==> config.mk <==
export PLATFORM = sky130hd
export DESIGN_NAME = arms_sequencer_flat
export DESIGN_NICKNAME = d
export VERILOG_FILES = /design/src/rtl/arms_sequencer_if.sv /design/src/rtl/arms_sequencer.sv /design/src/flat_wrapper.sv
export SDC_FILE = /design/constraint.sdc
export NUM_CORES = 1
export LEC_CHECK = 0
export BUFFER_PORTS_ARGS = -buffer_cell sky130_fd_sc_hd__clkbuf_2
export CAP_MARGIN = 40
export CORE_MARGIN = 3
export CORE_UTILIZATION = 54
export CTS_CLUSTER_DIAMETER = 100
export CTS_CLUSTER_SIZE = 14
export DETAILED_ROUTE_END_ITERATION = 12
export HOLD_SLACK_MARGIN = 0.08
export PLACE_DENSITY_LB_ADDON = 0.3
export SLEW_MARGIN = 5
export SYNTH_ARGS = -nofsm -noshare
export SYNTH_HDL_FRONTEND = slang
export SYNTH_SLANG_ARGS = --single-unit
==> constraint.sdc <==
create_clock -name CLK -period 2.5 [get_ports CLK]
set_clock_uncertainty 0.05 [all_clocks]
set_input_delay 0.5 -clock CLK [delete_from_list [all_inputs] [get_ports CLK]]
set_output_delay 0.5 -clock CLK [all_outputs]
set_load 0.02 [all_outputs]
==> src/rtl/arms_sequencer_if.sv <==
// Bundle between the ARMS sequencer, its two requesters and the counter.
//
// Handshake: REQn is a level request that the requester holds until it sees
// its one-cycle DONE[n] pulse; the sequencer grants only from IDLE, BUSY is
// high from the grant through the DONE cycle inclusive, ERR is meaningful
// only while DONE is non-zero, and STRB/CON/DATA are driven solely by the
// sequencer.
interface arms_sequencer_if;
  logic       REQ0;
  logic       DIR0;
  logic [3:0] LIM0;
  logic       REQ1;
  logic       DIR1;
  logic [3:0] LIM1;
  logic [3:0] COUT;
  logic       STRB;
  logic [1:0] CON;
  logic [3:0] DATA;
  logic       BUSY;
  logic       OWNER;
  logic [1:0] DONE;
  logic       ERR;
  logic [2:0] DBG_STATE;

  // Sequencer side
  modport master (
    input  REQ0, DIR0, LIM0, REQ1, DIR1, LIM1, COUT,
    output STRB, CON, DATA, BUSY, OWNER, DONE, ERR, DBG_STATE
  );

  // Requester / counter side
  modport slave (
    output REQ0, DIR0, LIM0, REQ1, DIR1, LIM1, COUT,
    input  STRB, CON, DATA, BUSY, OWNER, DONE, ERR, DBG_STATE
  );
endinterface

==> src/rtl/arms_sequencer.sv <==
// ARMS counter sequencer: round-robin arbitration between two requesters,
// then clear / load-limit / run command strobes, then wait for COUT to hit
// the limit (or time out) and pulse DONE to the owner.
module arms_sequencer #(
  parameter int STRB_HI = 2,
  parameter int STRB_LO = 2,
  parameter int TIMEOUT = 64
) (
  input  logic             CLK,
  input  logic             RST,
  arms_sequencer_if.master bus
);

  localparam int MAX_HL = (STRB_HI > STRB_LO) ? STRB_HI : STRB_LO;
  localparam int MAXC   = (TIMEOUT > MAX_HL) ? TIMEOUT : MAX_HL;
  localparam int CW     = $clog2(MAXC + 1);

  localparam logic [CW-1:0] HI_LAST   = CW'(STRB_HI - 1);
  localparam logic [CW-1:0] LO_LAST   = CW'(STRB_LO - 1);
  localparam logic [CW-1:0] WAIT_LAST = CW'(TIMEOUT - 1);

  typedef enum logic [2:0] {
    S_IDLE = 3'd0,
    S_SU   = 3'd1,
    S_HI   = 3'd2,
    S_LO   = 3'd3,
    S_WAIT = 3'd4,
    S_FIN  = 3'd5
  } state_t;

  typedef enum logic [1:0] {
    ST_CLR = 2'd0,
    ST_LDL = 2'd1,
    ST_RUN = 2'd2
  } step_t;

  state_t        state_q, state_d;
  step_t         step_q, step_d;
  logic [CW-1:0] cnt_q, cnt_d;
  logic          dir_q, dir_d;
  logic [3:0]    lim_q, lim_d;
  logic          owner_q, owner_d;
  logic          fin_err_q, fin_err_d;

  logic          strb_q, strb_d;
  logic [1:0]    con_q, con_d;
  logic [3:0]    data_q, data_d;
  logic          busy_q, busy_d;
  logic [1:0]    done_q, done_d;
  logic          err_q, err_d;

  logic          win;

  // Round-robin winner: on a tie the requester that is not the last owner wins
  assign win = (bus.REQ0 && bus.REQ1) ? ~owner_q : bus.REQ1;

  // State and registered outputs
  always_ff @(posedge CLK or posedge RST) begin
    if (RST) begin
      state_q   <= S_IDLE;
      step_q    <= ST_CLR;
      cnt_q     <= '0;
      dir_q     <= 1'b0;
      lim_q     <= 4'd0;
      owner_q   <= 1'b1;
      fin_err_q <= 1'b0;
      strb_q    <= 1'b0;
      con_q     <= 2'b00;
      data_q    <= 4'd0;
      busy_q    <= 1'b0;
      done_q    <= 2'b00;
      err_q     <= 1'b0;
    end else begin
      state_q   <= state_d;
      step_q    <= step_d;
      cnt_q     <= cnt_d;
      dir_q     <= dir_d;
      lim_q     <= lim_d;
      owner_q   <= owner_d;
      fin_err_q <= fin_err_d;
      strb_q    <= strb_d;
      con_q     <= con_d;
      data_q    <= data_d;
      busy_q    <= busy_d;
      done_q    <= done_d;
      err_q     <= err_d;
    end
  end

  // Next state: grant, SU/HI/LO per command step, then WAIT for match or timeout
  always_comb begin
    state_d   = state_q;
    step_d    = step_q;
    cnt_d     = cnt_q;
    dir_d     = dir_q;
    lim_d     = lim_q;
    owner_d   = owner_q;
    fin_err_d = fin_err_q;
    unique case (state_q)
      S_IDLE: begin
        if (bus.REQ0 || bus.REQ1) begin
          owner_d = win;
          dir_d   = win ? bus.DIR1 : bus.DIR0;
          lim_d   = win ? bus.LIM1 : bus.LIM0;
          step_d  = ST_CLR;
          cnt_d   = '0;
          state_d = S_SU;
        end
      end
      S_SU: begin
        cnt_d   = '0;
        state_d = S_HI;
      end
      S_HI: begin
        if (cnt_q == HI_LAST) begin
          cnt_d   = '0;
          state_d = S_LO;
        end else begin
          cnt_d = cnt_q + CW'(1);
        end
      end
      S_LO: begin
        if (cnt_q == LO_LAST) begin
          cnt_d = '0;
          unique case (step_q)
            ST_CLR: begin
              step_d  = ST_LDL;
              state_d = S_SU;
            end
            ST_LDL: begin
              step_d  = ST_RUN;
              state_d = S_SU;
            end
            default: state_d = S_WAIT;
          endcase
        end else begin
          cnt_d = cnt_q + CW'(1);
        end
      end
      S_WAIT: begin
        // A match wins over a timeout landing in the same cycle
        if (bus.COUT == lim_q) begin
          fin_err_d = 1'b0;
          state_d   = S_FIN;
        end else if (cnt_q == WAIT_LAST) begin
          fin_err_d = 1'b1;
          state_d   = S_FIN;
        end else begin
          cnt_d = cnt_q + CW'(1);
        end
      end
      S_FIN:   state_d = S_IDLE;
      default: state_d = S_IDLE;
    endcase
  end

  // Outputs decoded from the next state so that every output is a register
  always_comb begin
    strb_d = (state_d == S_HI);
    con_d  = con_q;
    data_d = data_q;
    if (state_d == S_SU) begin
      unique case (step_d)
        ST_CLR: begin
          con_d  = 2'b00;
          data_d = 4'd0;
        end
        ST_LDL: begin
          con_d  = 2'b01;
          data_d = lim_d;
        end
        default: begin
          con_d  = {1'b1, dir_d};
          data_d = lim_d;
        end
      endcase
    end
    busy_d = (state_d != S_IDLE);
    done_d = 2'b00;
    if (state_d == S_FIN) begin
      done_d = owner_d ? 2'b10 : 2'b01;
    end
    err_d = (state_d == S_FIN) && fin_err_d;
  end

  assign bus.STRB      = strb_q;
  assign bus.CON       = con_q;
  assign bus.DATA      = data_q;
  assign bus.BUSY      = busy_q;
  assign bus.OWNER     = owner_q;
  assign bus.DONE      = done_q;
  assign bus.ERR       = err_q;
  assign bus.DBG_STATE = state_q;

endmodule
==> src/flat_wrapper.sv <==
// flat-port wrapper written by rule: the top's interface ports become plain ports
module arms_sequencer_flat 
#(
  parameter int STRB_HI = 2,
  parameter int STRB_LO = 2,
  parameter int TIMEOUT = 64
)
  (CLK, RST, bus_REQ0, bus_DIR0, bus_LIM0, bus_REQ1, bus_DIR1, bus_LIM1, bus_COUT, bus_STRB, bus_CON, bus_DATA, bus_BUSY, bus_OWNER, bus_DONE, bus_ERR, bus_DBG_STATE);
  arms_sequencer_if bus_i ();
  input  logic CLK;
  input  logic RST;
  input wire logic [$bits(bus_i.REQ0)-1:0] bus_REQ0;
  input wire logic [$bits(bus_i.DIR0)-1:0] bus_DIR0;
  input wire logic [$bits(bus_i.LIM0)-1:0] bus_LIM0;
  input wire logic [$bits(bus_i.REQ1)-1:0] bus_REQ1;
  input wire logic [$bits(bus_i.DIR1)-1:0] bus_DIR1;
  input wire logic [$bits(bus_i.LIM1)-1:0] bus_LIM1;
  input wire logic [$bits(bus_i.COUT)-1:0] bus_COUT;
  output wire logic [$bits(bus_i.STRB)-1:0] bus_STRB;
  output wire logic [$bits(bus_i.CON)-1:0] bus_CON;
  output wire logic [$bits(bus_i.DATA)-1:0] bus_DATA;
  output wire logic [$bits(bus_i.BUSY)-1:0] bus_BUSY;
  output wire logic [$bits(bus_i.OWNER)-1:0] bus_OWNER;
  output wire logic [$bits(bus_i.DONE)-1:0] bus_DONE;
  output wire logic [$bits(bus_i.ERR)-1:0] bus_ERR;
  output wire logic [$bits(bus_i.DBG_STATE)-1:0] bus_DBG_STATE;
  assign bus_i.REQ0 = bus_REQ0;
  assign bus_i.DIR0 = bus_DIR0;
  assign bus_i.LIM0 = bus_LIM0;
  assign bus_i.REQ1 = bus_REQ1;
  assign bus_i.DIR1 = bus_DIR1;
  assign bus_i.LIM1 = bus_LIM1;
  assign bus_i.COUT = bus_COUT;
  assign bus_STRB = bus_i.STRB;
  assign bus_CON = bus_i.CON;
  assign bus_DATA = bus_i.DATA;
  assign bus_BUSY = bus_i.BUSY;
  assign bus_OWNER = bus_i.OWNER;
  assign bus_DONE = bus_i.DONE;
  assign bus_ERR = bus_i.ERR;
  assign bus_DBG_STATE = bus_i.DBG_STATE;
  arms_sequencer #(.STRB_HI(STRB_HI), .STRB_LO(STRB_LO), .TIMEOUT(TIMEOUT)) u_core (.CLK(CLK), .RST(RST), .bus(bus_i));
endmodule
==> impl_metrics.yaml, run 1 <==
placement:
  place_ws_ns: 0.128
  dpl.hpwl_um: 2640
  gp_congestion: 0.829
  io_buffer_count: 32
  dpl.cell_count: 217
clock_tree:
  numCtsBuffers: 5
  cts_tree: "yes"
  cts_root_buf: "clkbuf_4"
  h-tree-depth: 2
  cts_hold_buf: 0
  clkLatencyLatePin_ns: 0.32
  cts.path.max_buffers: 2
  clkSinkCount: 29
  path_clk_slew_ns: 0.09
setup_path:
  worstPathRequired_ns: 2.66
  cp.arrival_ns: 2.47
  crit_path_start_kind: "flip-flop"
  r2r_cells: 7
  criticalPathCategory: "flip-flop to flip-flop"
  cp-end-kind: "flip-flop"
  cp_max_fo: 4
sta:
  fin_ws_ns: 0.193
  period_needed_ns: 2.31
  fmax_mhz: 433
  setup_viol: 0
  slew_headroom: 0.562
  fin_crit_sh: 0.923
  worst_pin_slew_ns: 0.657
  rsz0062_at_grt: "false"
  maxSlewViolCount: 0
  final.setup.tns_ns: 0
  hold_viol_final: 0
power:
  p_per_area_nw_per_um2: 1150
  share_comb_of_total_power: 0.517
  power_frac_clock: 0.135
  leakage_nw: 0.880
  swShare: 0.415
  ir_worst_vdd_v: 0.000847
  p_seq_frac: 0.347
  power.internal_mw: 1.26
  switching_power_uw: 891
routing:
  postRouteAntennaNets: 0
  drtIter0Drc: 53
  wl_um: 3370
  first_pass_iters: 4
  wire_per_inst_um: 15.0
  vias_per_cell: 5.85
  drc: 0
  vias: 1317
synthesis:
  synthXorXnorAreaFrac: 0.0221
  synth_top_family_by_area: "compound AO/OA/AOI/OAI gates"
  synth_simple_gate_area_frac: 0.169
  yosys.area.top_type: "dfrtp_1"
  ys_async_sr_fraction: 1.00
  synth_ff_type: "dfrtp_1"
  syn_nets: 176
  syn-mean-instance-area_um2: 10.3
  ys_seq_area_frac: 0.459
  synth_area_um2: 1580
  yosysUniqueCellTypes: 42
  synth.top_cell.area_share: 0.443
  synth_cells: 154
  synthAdderAreaFrac: 0.0316
  muxShareOfSynthArea: 0.109
  synth_area_leaders: "dfrtp_1, mux2_2, o21ai_0"
  synth_edf_count: 0
  synth-seq-cells: 29
  ys_warn_count: 0
  synth-compound-area-share: 0.175
floorplanning:
  fp.dieH_um: 60.1
  initial_core_util: 0.569
  die-area_um2: 3620
  die_x_um: 60.1
  boundaryPins: 33
  core-area_um2: 2780
  rows: 19
layout:
  diodes: 0
  utilization: 0.670
  fin_cells: 225
  drive_gt1_frac: 0.340
  syn2layout_area_growth_pct: 17.7
  fin_nets: 215
global_route:
  grt_overflow: 0
  grt_pass1_wl_um: 5640
  antenna_found_initial: 0
  grt_use_total: 0.213
  grt_start_max_net_pins: 30
  grt_pass1_vias: 1261
run:
  drv_cap: 0
status:
  status: "completed"
min_path:
  hold_class: "input pin to async pin"
==> power groups by stage <==
stage / clock [mW] / combinational [mW] / sequential [mW]
2_1_floorplan: 0 / 0.716 / 0.823
5_1_grt: 0.320 / 1.24 / 0.767
3_3_place_gp: 0 / 1.05 / 0.747
3_5_place_dp: 0 / 1.10 / 0.753
4_1_cts: 0.300 / 1.11 / 0.743
6_report: 0.291 / 1.11 / 0.746
==> final timing paths <==
check	slack (ns)	startpoint	end
max	0.19	u_core.cnt_q[1]	u_core.bus.CON[0]
min	0.16	RST	u_core.lim_q[0]
max reg2reg	0.19	u_core.cnt_q[1]	u_core.bus.CON[0]
min reg2reg	0.46	u_core.dir_q	u_core.dir_q
max in group asynchronous	1.93	RST	u_core.bus.OWNER
min in group CLK	0.39	bus_REQ0	u_core.bus.OWNER
==> routing by layer <==
metal | global-route usage | part of all wire
met1 | 0.260 | 0.44
met2 | 0.350 | 0.50
met3 | 0.0648 | 0.045
met4 | 0.0854 | 0.018
met5 | 0 | 0
==> cells by family (layout without fill, tap and decap cells) <==
group	after synthesis	count (layout)
AOI/OAI and AO/OA	43	43
buffers and inverters	13	53
xor gates and xnor gates	4	4
and+or+nand+nor	45	45
adders and majority gates	4	4
muxes	16	16
DFF	29	29
==> worst max-delay path, cell delays in order, from the launching register on <==
cell and delay (ns):
dfrtp_1 0.41, inv_1 0.07, ha_1 0.19, nor2b_1 0.24
and4_2 0.34, mux2i_2 0.29, mux2_2 0.36, mux2_2 0.26
==> through the flow <==
step	hold slack [ns]	cell area [um^2]	power, mW
2_1_floorplan	0.418	1580	1.54
3_3_place_gp	0.432	1800	1.80
3_5_place_dp	0.443	1800	1.86
4_1_cts	0.162	1860	2.15
5_1_grt	0.192	1860	2.33
6_report	0.159	1860	2.15
==> flip-flops by register name, summed over array words and instances, names as in the netlist <==
signal                cells
u_core.bus.CON            2
u_core.bus.DBG_STATE      3
u_core.bus.STRB           1
u_core.lim_q              4
u_core.bus.ERR            1
u_core.bus.DATA           4
u_core.step_q             2
u_core.bus.OWNER          1
u_core.bus.BUSY           1
u_core.cnt_q              7
u_core.bus.DONE           2
u_core.dir_q              1
==> what timing repair did <==
item | CTS | global route
resized for setup | 0 | 2
setup endpoints to repair | 0 | 1
setup buffers | 0 | 0
==> layout make-up <==
class | count | area (um^2)
Timing Repair Buffer | 38 | 205
Inverter | 7 | 26.3
Clock buffer | 8 | 58.8
Multi-Input combinational cell | 112 | 807
Tap cell | 31 | 38.8
Fill cell | 224 | 918
Sequential cell | 29 | 727
==> cells in the mapped netlist, types with 2 or more instances <==
cell	instances
a211oi_1	4
a21oi_1	12
and2_1	4
and3_1	2
buf_2	4
clkbuf_1	2
dfrtp_1	28
ha_1	4
inv_1	7
mux2_2	10
mux2i_1	6
nand2_1	4
nand2b_1	5
nor2_1	8
nor2_2	2
nor2b_1	3
nor3_1	3
nor4_1	2
o21ai_0	16
or2_2	2
or3_1	2
xor2_1	4
==> cells in the final DEF, fill, tap and decap left out, types with 3 or more instances in the layout <==
| cell | Yosys | layout |
|---|---|---|
| inv_1 | 7 | 7 |
| nand2b_1 | 5 | 5 |
| dfrtp_1 | 28 | 28 |
| clkbuf_2 | 0 | 32 |
| nand2_1 | 4 | 4 |
| xor2_1 | 4 | 4 |
| nor2_1 | 8 | 8 |
| nor3_1 | 3 | 3 |
| ha_1 | 4 | 4 |
| mux2_2 | 10 | 10 |
| a21oi_1 | 12 | 12 |
| clkbuf_4 | 0 | 5 |
| nor2b_1 | 3 | 3 |
| buf_4 | 0 | 6 |
| a211oi_1 | 4 | 4 |
| o21ai_0 | 16 | 16 |
| mux2i_1 | 6 | 5 |
| and2_1 | 4 | 4 |
No activity file was read; power rests on OpenSTA's default activity.
==> run 2: changes to the inputs <==
--- a/config.mk
+++ b/config.mk
@@ -7,7 +7,7 @@
 export LEC_CHECK = 0
 export BUFFER_PORTS_ARGS = -buffer_cell sky130_fd_sc_hd__clkbuf_2
 export CAP_MARGIN = 40
-export CORE_MARGIN = 3
+export CORE_ASPECT_RATIO = 1.75
 export CORE_UTILIZATION = 54
 export CTS_CLUSTER_DIAMETER = 100
 export CTS_CLUSTER_SIZE = 14
==> run 2 against run 1 <==
  * Sequential cell count unchanged
  * Utilization is 1.4 points higher
  * Count of clock-buffer cells in the layout is the same
  * Via count decreased by 0.23%
  * Critical path type unchanged
  * Cell count down 2.2%
  * Wire length increased by 2.7%
  * Power increased by 4.8%
  * Register-to-register slack got worse by 0.07 ns
  * First-iteration DRC count grew 15%
  * Global-route usage is 4.0 points higher
  * Critical path depth unchanged
==> impl_metrics.yaml, run 2 (synthesis gave the netlist of run 1 again) <==
floorplanning:
  die_x_um: 42.9
  fp.dieH_um: 73.6
  rows: 25
  core-area_um2: 2750
  initial_core_util: 0.575
  die-area_um2: 3160
  boundaryPins: 33
setup_path:
  startpoint: "u_core.cnt_q[1]"
  cp_num_buf_inv: 1
  criticalPathCategory: "flip-flop to flip-flop"
  cp-end-kind: "flip-flop"
  slowest_stage: "dfrtp_1"
  path_delay_family: "multiplexers"
  worstPathRequired_ns: 2.62
  path_cells: "inv_1 -> ha_1 -> nor2b_1 -> and4_2 -> mux2i_2 -> mux2_2 -> mux2_2"
  crit_path_start_kind: "flip-flop"
  cp.arrival_ns: 2.49
  cp_slowest_stage_delay_ns: 0.41
  cp_max_fo: 4
  r2r-start: "u_core.cnt_q[1]"
  crit_top_cell: "mux2_2"
clock_tree:
  cts_tree: "yes"
  post_cts_buffers: 0
  h-tree-depth: 2
  cts_root_buf: "clkbuf_8"
  clkSinkCount: 29
  clkLatencyLatePin_ns: 0.29
  numCtsBuffers: 5
  path_clk_slew_ns: 0.06
  cts.path.max_buffers: 2
sta:
  fmax_mhz: 421
  final.setup.tns_ns: 0
  hold_viol_final: 0
  slew_headroom: 0.532
  fin_crit_sh: 0.949
  setup_viol: 0
  worst_pin_slew_ns: 0.703
  maxSlewViolCount: 0
  period_needed_ns: 2.37
  rsz0062_at_grt: "false"
global_route:
  grt_pass1_wl_um: 5830
  grt_overflow: 0
  grt_use_total: 0.254
  antenna_found_initial: 0
  grt_pass1_vias: 1296
  grt_start_max_net_pins: 30
placement:
  dpl.hpwl_um: 2640
  gp_congestion: 0.859
  dpl.cell_count: 212
  io_buffer_count: 32
layout:
  syn2layout_area_growth_pct: 18.9
  largest_reg_flops: 7
  mostFrequentLayoutCells: "clkbuf_2, dfrtp_1, o21ai_0"
  multi_input_area_um2: 807
  register_area_um2: 727
  final_common_cell: "clkbuf_2"
  fin_cells: 220
  regMostFlops: "u_core.cnt_q"
  drive_gt1_frac: 0.337
  nFillCells: 232
  fin_nets: 214
  diodes: 0
routing:
  drc: 0
  wire_per_inst_um: 15.7
  vias_per_cell: 5.97
  vias: 1314
  drtIter0Drc: 61
  wl_um: 3460
  first_pass_iters: 4
  postRouteAntennaNets: 0
power:
  power_frac_clock: 0.177
  power.internal_mw: 1.33
  swShare: 0.408
  p_seq_frac: 0.340
  p_per_area_nw_per_um2: 1200
  ir_worst_vdd_v: 0.000771
  switching_power_uw: 919
  leakage_nw: 0.888
  share_comb_of_total_power: 0.484
run:
  drv_cap: 0
min_path:
  hold_class: "input pin to async pin"
status:
  status: "completed"
[run 2: cell types whose count changed in the layout (fill, tap and decap cells not counted), sizes merged]
cell	before	now
buf	6	5
[run 2: power groups by stage]
stage | Clock [mW] | Sequential (mW) | Combinational [mW]
2_1_floorplan | 0 | 0.823 | 0.716
3_3_place_gp | 0 | 0.760 | 1.03
3_5_place_dp | 0 | 0.773 | 1.07
4_1_cts | 0.399 | 0.766 | 1.08
5_1_grt | 0.421 | 0.788 | 1.20
6_report | 0.398 | 0.765 | 1.09
[run 2: path summary, 6_finish.rpt]
path                                     end  slack (ns)  cells past startpoint
min in group CLK            u_core.bus.OWNER        0.41                      2
min                           u_core.bus.ERR        0.21                      3
max in group asynchronous   u_core.bus.OWNER        1.87                      3
max                        u_core.bus.CON[0]        0.13                      7
max reg2reg                u_core.bus.CON[0]        0.13                      7
min reg2reg                     u_core.dir_q        0.44                      1
[run 2: what timing repair did]
item | 4_1_cts | 5_1_grt
hold buffers | 0 | 0
gates resized for setup | 0 | 2
endpoints found under the hold margin | 0 | 0
endpoints found under the setup margin | 0 | 1
[run 2: cell type report]
| type | count | share of cell area |
|---|---|---|
| multi-input cells | 112 | 0.429 |
| repair buffers | 37 | 0.105 |
| inverters | 7 | 0.0140 |
| clock buffers | 8 | 0.0479 |
| flip-flops and latches | 29 | 0.386 |
| well taps | 27 | 0.0180 |
[run 2: per-layer routing]
layer / wire length, um / up-vias / track usage
met3: 150 / 14 / 0.0614
met5: 0 / - / 0
met1: 1220 / 631 / 0.261
met4: 133 / 0 / 0.139
li1: - / 627 / -
met2: 1950 / 42 / 0.456
[run 2: worst reg2reg max path, delay by kind of cell, from the launching register on]
family        cells  cell delay, ns
mux               3            0.91
fa+ha+maj         1            0.20
simple gates      2            0.61
flops             1            0.41
buf+inv           1            0.07
[run 2: through the flow]
stage	cell area (um^2)	setup slack (ns)	power [mW]	utilization	hold WS [ns]
after floorplan	1580	0.202	1.54	-	0.418
after global placement	1790	0.260	1.79	0.649	0.435
after detailed placement	1790	0.147	1.84	0.649	0.440
after CTS	1880	0.0736	2.25	0.682	0.228
after global routing	1880	0.0369	2.41	0.684	0.258
final	1880	0.126	2.25	0.684	0.213
==> run 3: changes to the inputs <==
--- a/config.mk
+++ b/config.mk
@@ -7,8 +7,10 @@
 export LEC_CHECK = 0
 export BUFFER_PORTS_ARGS = -buffer_cell sky130_fd_sc_hd__clkbuf_2
 export CAP_MARGIN = 40
+export CELL_PAD_IN_SITES_DETAIL_PLACEMENT = 1
+export CELL_PAD_IN_SITES_GLOBAL_PLACEMENT = 1
 export CORE_ASPECT_RATIO = 1.75
-export CORE_UTILIZATION = 54
+export CORE_UTILIZATION = 41
 export CTS_CLUSTER_DIAMETER = 100
 export CTS_CLUSTER_SIZE = 14
 export DETAILED_ROUTE_END_ITERATION = 12
==> run 3 against run 2 <==
  * Worst setup slack worse by 0.00087 ns
  * Utilization shrank 16 points
  * Sequential cell count is the same
  * Cell count increased by 10%
  * Wire length increased by 16%
  * Hold slack worse by 0.0027 ns
  * First-iteration DRC count down 75%
  * Via count is essentially flat
  * Maximum frequency is essentially flat
  * Highest routed layer unchanged
  * Design area increased by 2.2%
  * Global-route usage decreased by 3.0 points
==> impl_metrics.yaml, run 3 (synthesis gave the netlist of run 1 again) <==
clock_tree:
  cts_root_buf: "clkbuf_8"
  post_cts_buffers: 0
  numCtsBuffers: 5
  path_clk_slew_ns: 0.07
  cts_hold_buf: 0
  h-tree-depth: 2
  cts_tree: "yes"
  clkLatencyLatePin_ns: 0.29
  clkSinkCount: 29
  cts.path.max_buffers: 2
  cts_resized: 0
sta:
  fmax_mhz: 421
  worst_pin_slew_ns: 0.725
  final.setup.tns_ns: 0
  hold_viol_final: 0
  slew_headroom: 0.516
  fin_ws_ns: 0.125
  maxSlewViolCount: 0
  fin_crit_sh: 0.950
  period_needed_ns: 2.37
  rsz0062_at_grt: "false"
  setup_viol: 0
floorplanning:
  initial_core_util: 0.432
  fp.dieH_um: 84.2
  die-area_um2: 4120
  boundaryPins: 33
  rows: 29
  core-area_um2: 3660
  die_x_um: 49.0
routing:
  top_layer_used: "met4"
  wl_um: 4000
  vias: 1315
  wl_met1_um: 1550
  first_pass_iters: 4
  met2WireLength_um: 2230
  postRouteAntennaNets: 0
  drtIter0Drc: 15
  wire_per_inst_um: 16.5
  vias_per_cell: 5.43
  drc: 0
  wl_met3_um: 100
setup_path:
  cp-end-kind: "flip-flop"
  r2r_slack_ns: 0.13
  cp.arrival_ns: 2.49
  cp_max_fo: 4
  worstSetupEndpoint: "u_core.bus.CON[0]"
  worstPathRequired_ns: 2.61
  r2r-start: "u_core.cnt_q[1]"
  crit_path_start_kind: "flip-flop"
  r2r_cells: 7
  criticalPathCategory: "flip-flop to flip-flop"
  timing.rr.end: "u_core.bus.CON[0]"
  startpoint: "u_core.cnt_q[1]"
power:
  switching_power_uw: 944
  power.internal_mw: 1.34
  p_seq_frac: 0.331
  power_frac_clock: 0.177
  share_comb_of_total_power: 0.492
  leakage_nw: 0.900
  ir_worst_vdd_v: 0.000860
  fin_total_pwr_mw: 2.28
  swShare: 0.414
  p_per_area_nw_per_um2: 1190
global_route:
  antenna_found_initial: 0
  grt_pass1_vias: 1428
  grt_overflow: 0
  grt_pass1_wl_um: 6870
  grt_use_total: 0.223
  grt_start_max_net_pins: 30
status:
  status: "completed"
placement:
  dpl.hpwl_um: 3080
  place_ws_ns: 0.145
  io_buffer_count: 32
  gp_congestion: 0.850
layout:
  final_common_cell: "clkbuf_2"
  largest_reg_flops: 7
  syn2layout_area_growth_pct: 21.5
  drive_gt1_frac: 0.337
  regMostFlops: "u_core.cnt_q"
  utilization: 0.525
  mostFrequentLayoutCells: "clkbuf_2, dfrtp_1, o21ai_0"
  nFillCells: 420
  fin_nets: 217
  diodes: 0
run:
  drv_cap: 0
min_path:
  hold_class: "input pin to async pin"
run 3: layout make-up:
cell class | instances | area, um^2 | share of cell area
clock buffer | 8 | 90.1 | 0.0468
multi-input combinational | 112 | 802 | 0.417
sequential | 29 | 727 | 0.378
timing repair buffer | 40 | 220 | 0.115
inverter | 7 | 26.3 | 0.0137
tap | 46 | 57.6 | 0.0299
run 3: per-stage QoR:
stage          std cells  instance area, um^2  hold WS, ns
2_1_floorplan        154                 1580        0.418
3_3_place_gp         234                 1830        0.435
3_5_place_dp         234                 1830        0.436
4_1_cts              242                 1920        0.220
5_1_grt              242                 1920        0.244
6_report             242                 1920        0.210
run 3: worst min-delay path by stage:
stage,end,depth (start not counted),start
2_1_floorplan,u_core.dir_q,1,u_core.dir_q
3_3_place_gp,u_core.dir_q,1,u_core.dir_q
3_5_place_dp,u_core.dir_q,1,u_core.dir_q
4_1_cts,u_core.cnt_q[4],3,RST
5_1_grt,u_core.cnt_q[2],3,RST
6_report,u_core.cnt_q[2],3,RST
run 3: power groups by stage:
stage / logic [mW] / registers, mW / clock network, mW
final: 1.12 / 0.756 / 0.403
after global routing: 1.25 / 0.776 / 0.431
after CTS: 1.14 / 0.757 / 0.414
after detailed placement: 1.13 / 0.765 / 0
after global placement: 1.07 / 0.747 / 0
after floorplan: 0.716 / 0.823 / 0
run 3: critical path: stages (launching register included):
cell,delay [ns]
dfrtp_1,0.42
inv_1,0.07
ha_1,0.17
nor2b_1,0.24
and4_1,0.35
mux2i_1,0.32
mux2_2,0.37
mux2_2,0.26
run 3: routing by layer:
layer,global-route usage,vias to the layer above
met4,0.115,0
met5,0,-
li1,-,632
met3,0.0380,8
met1,0.235,645
met2,0.413,30
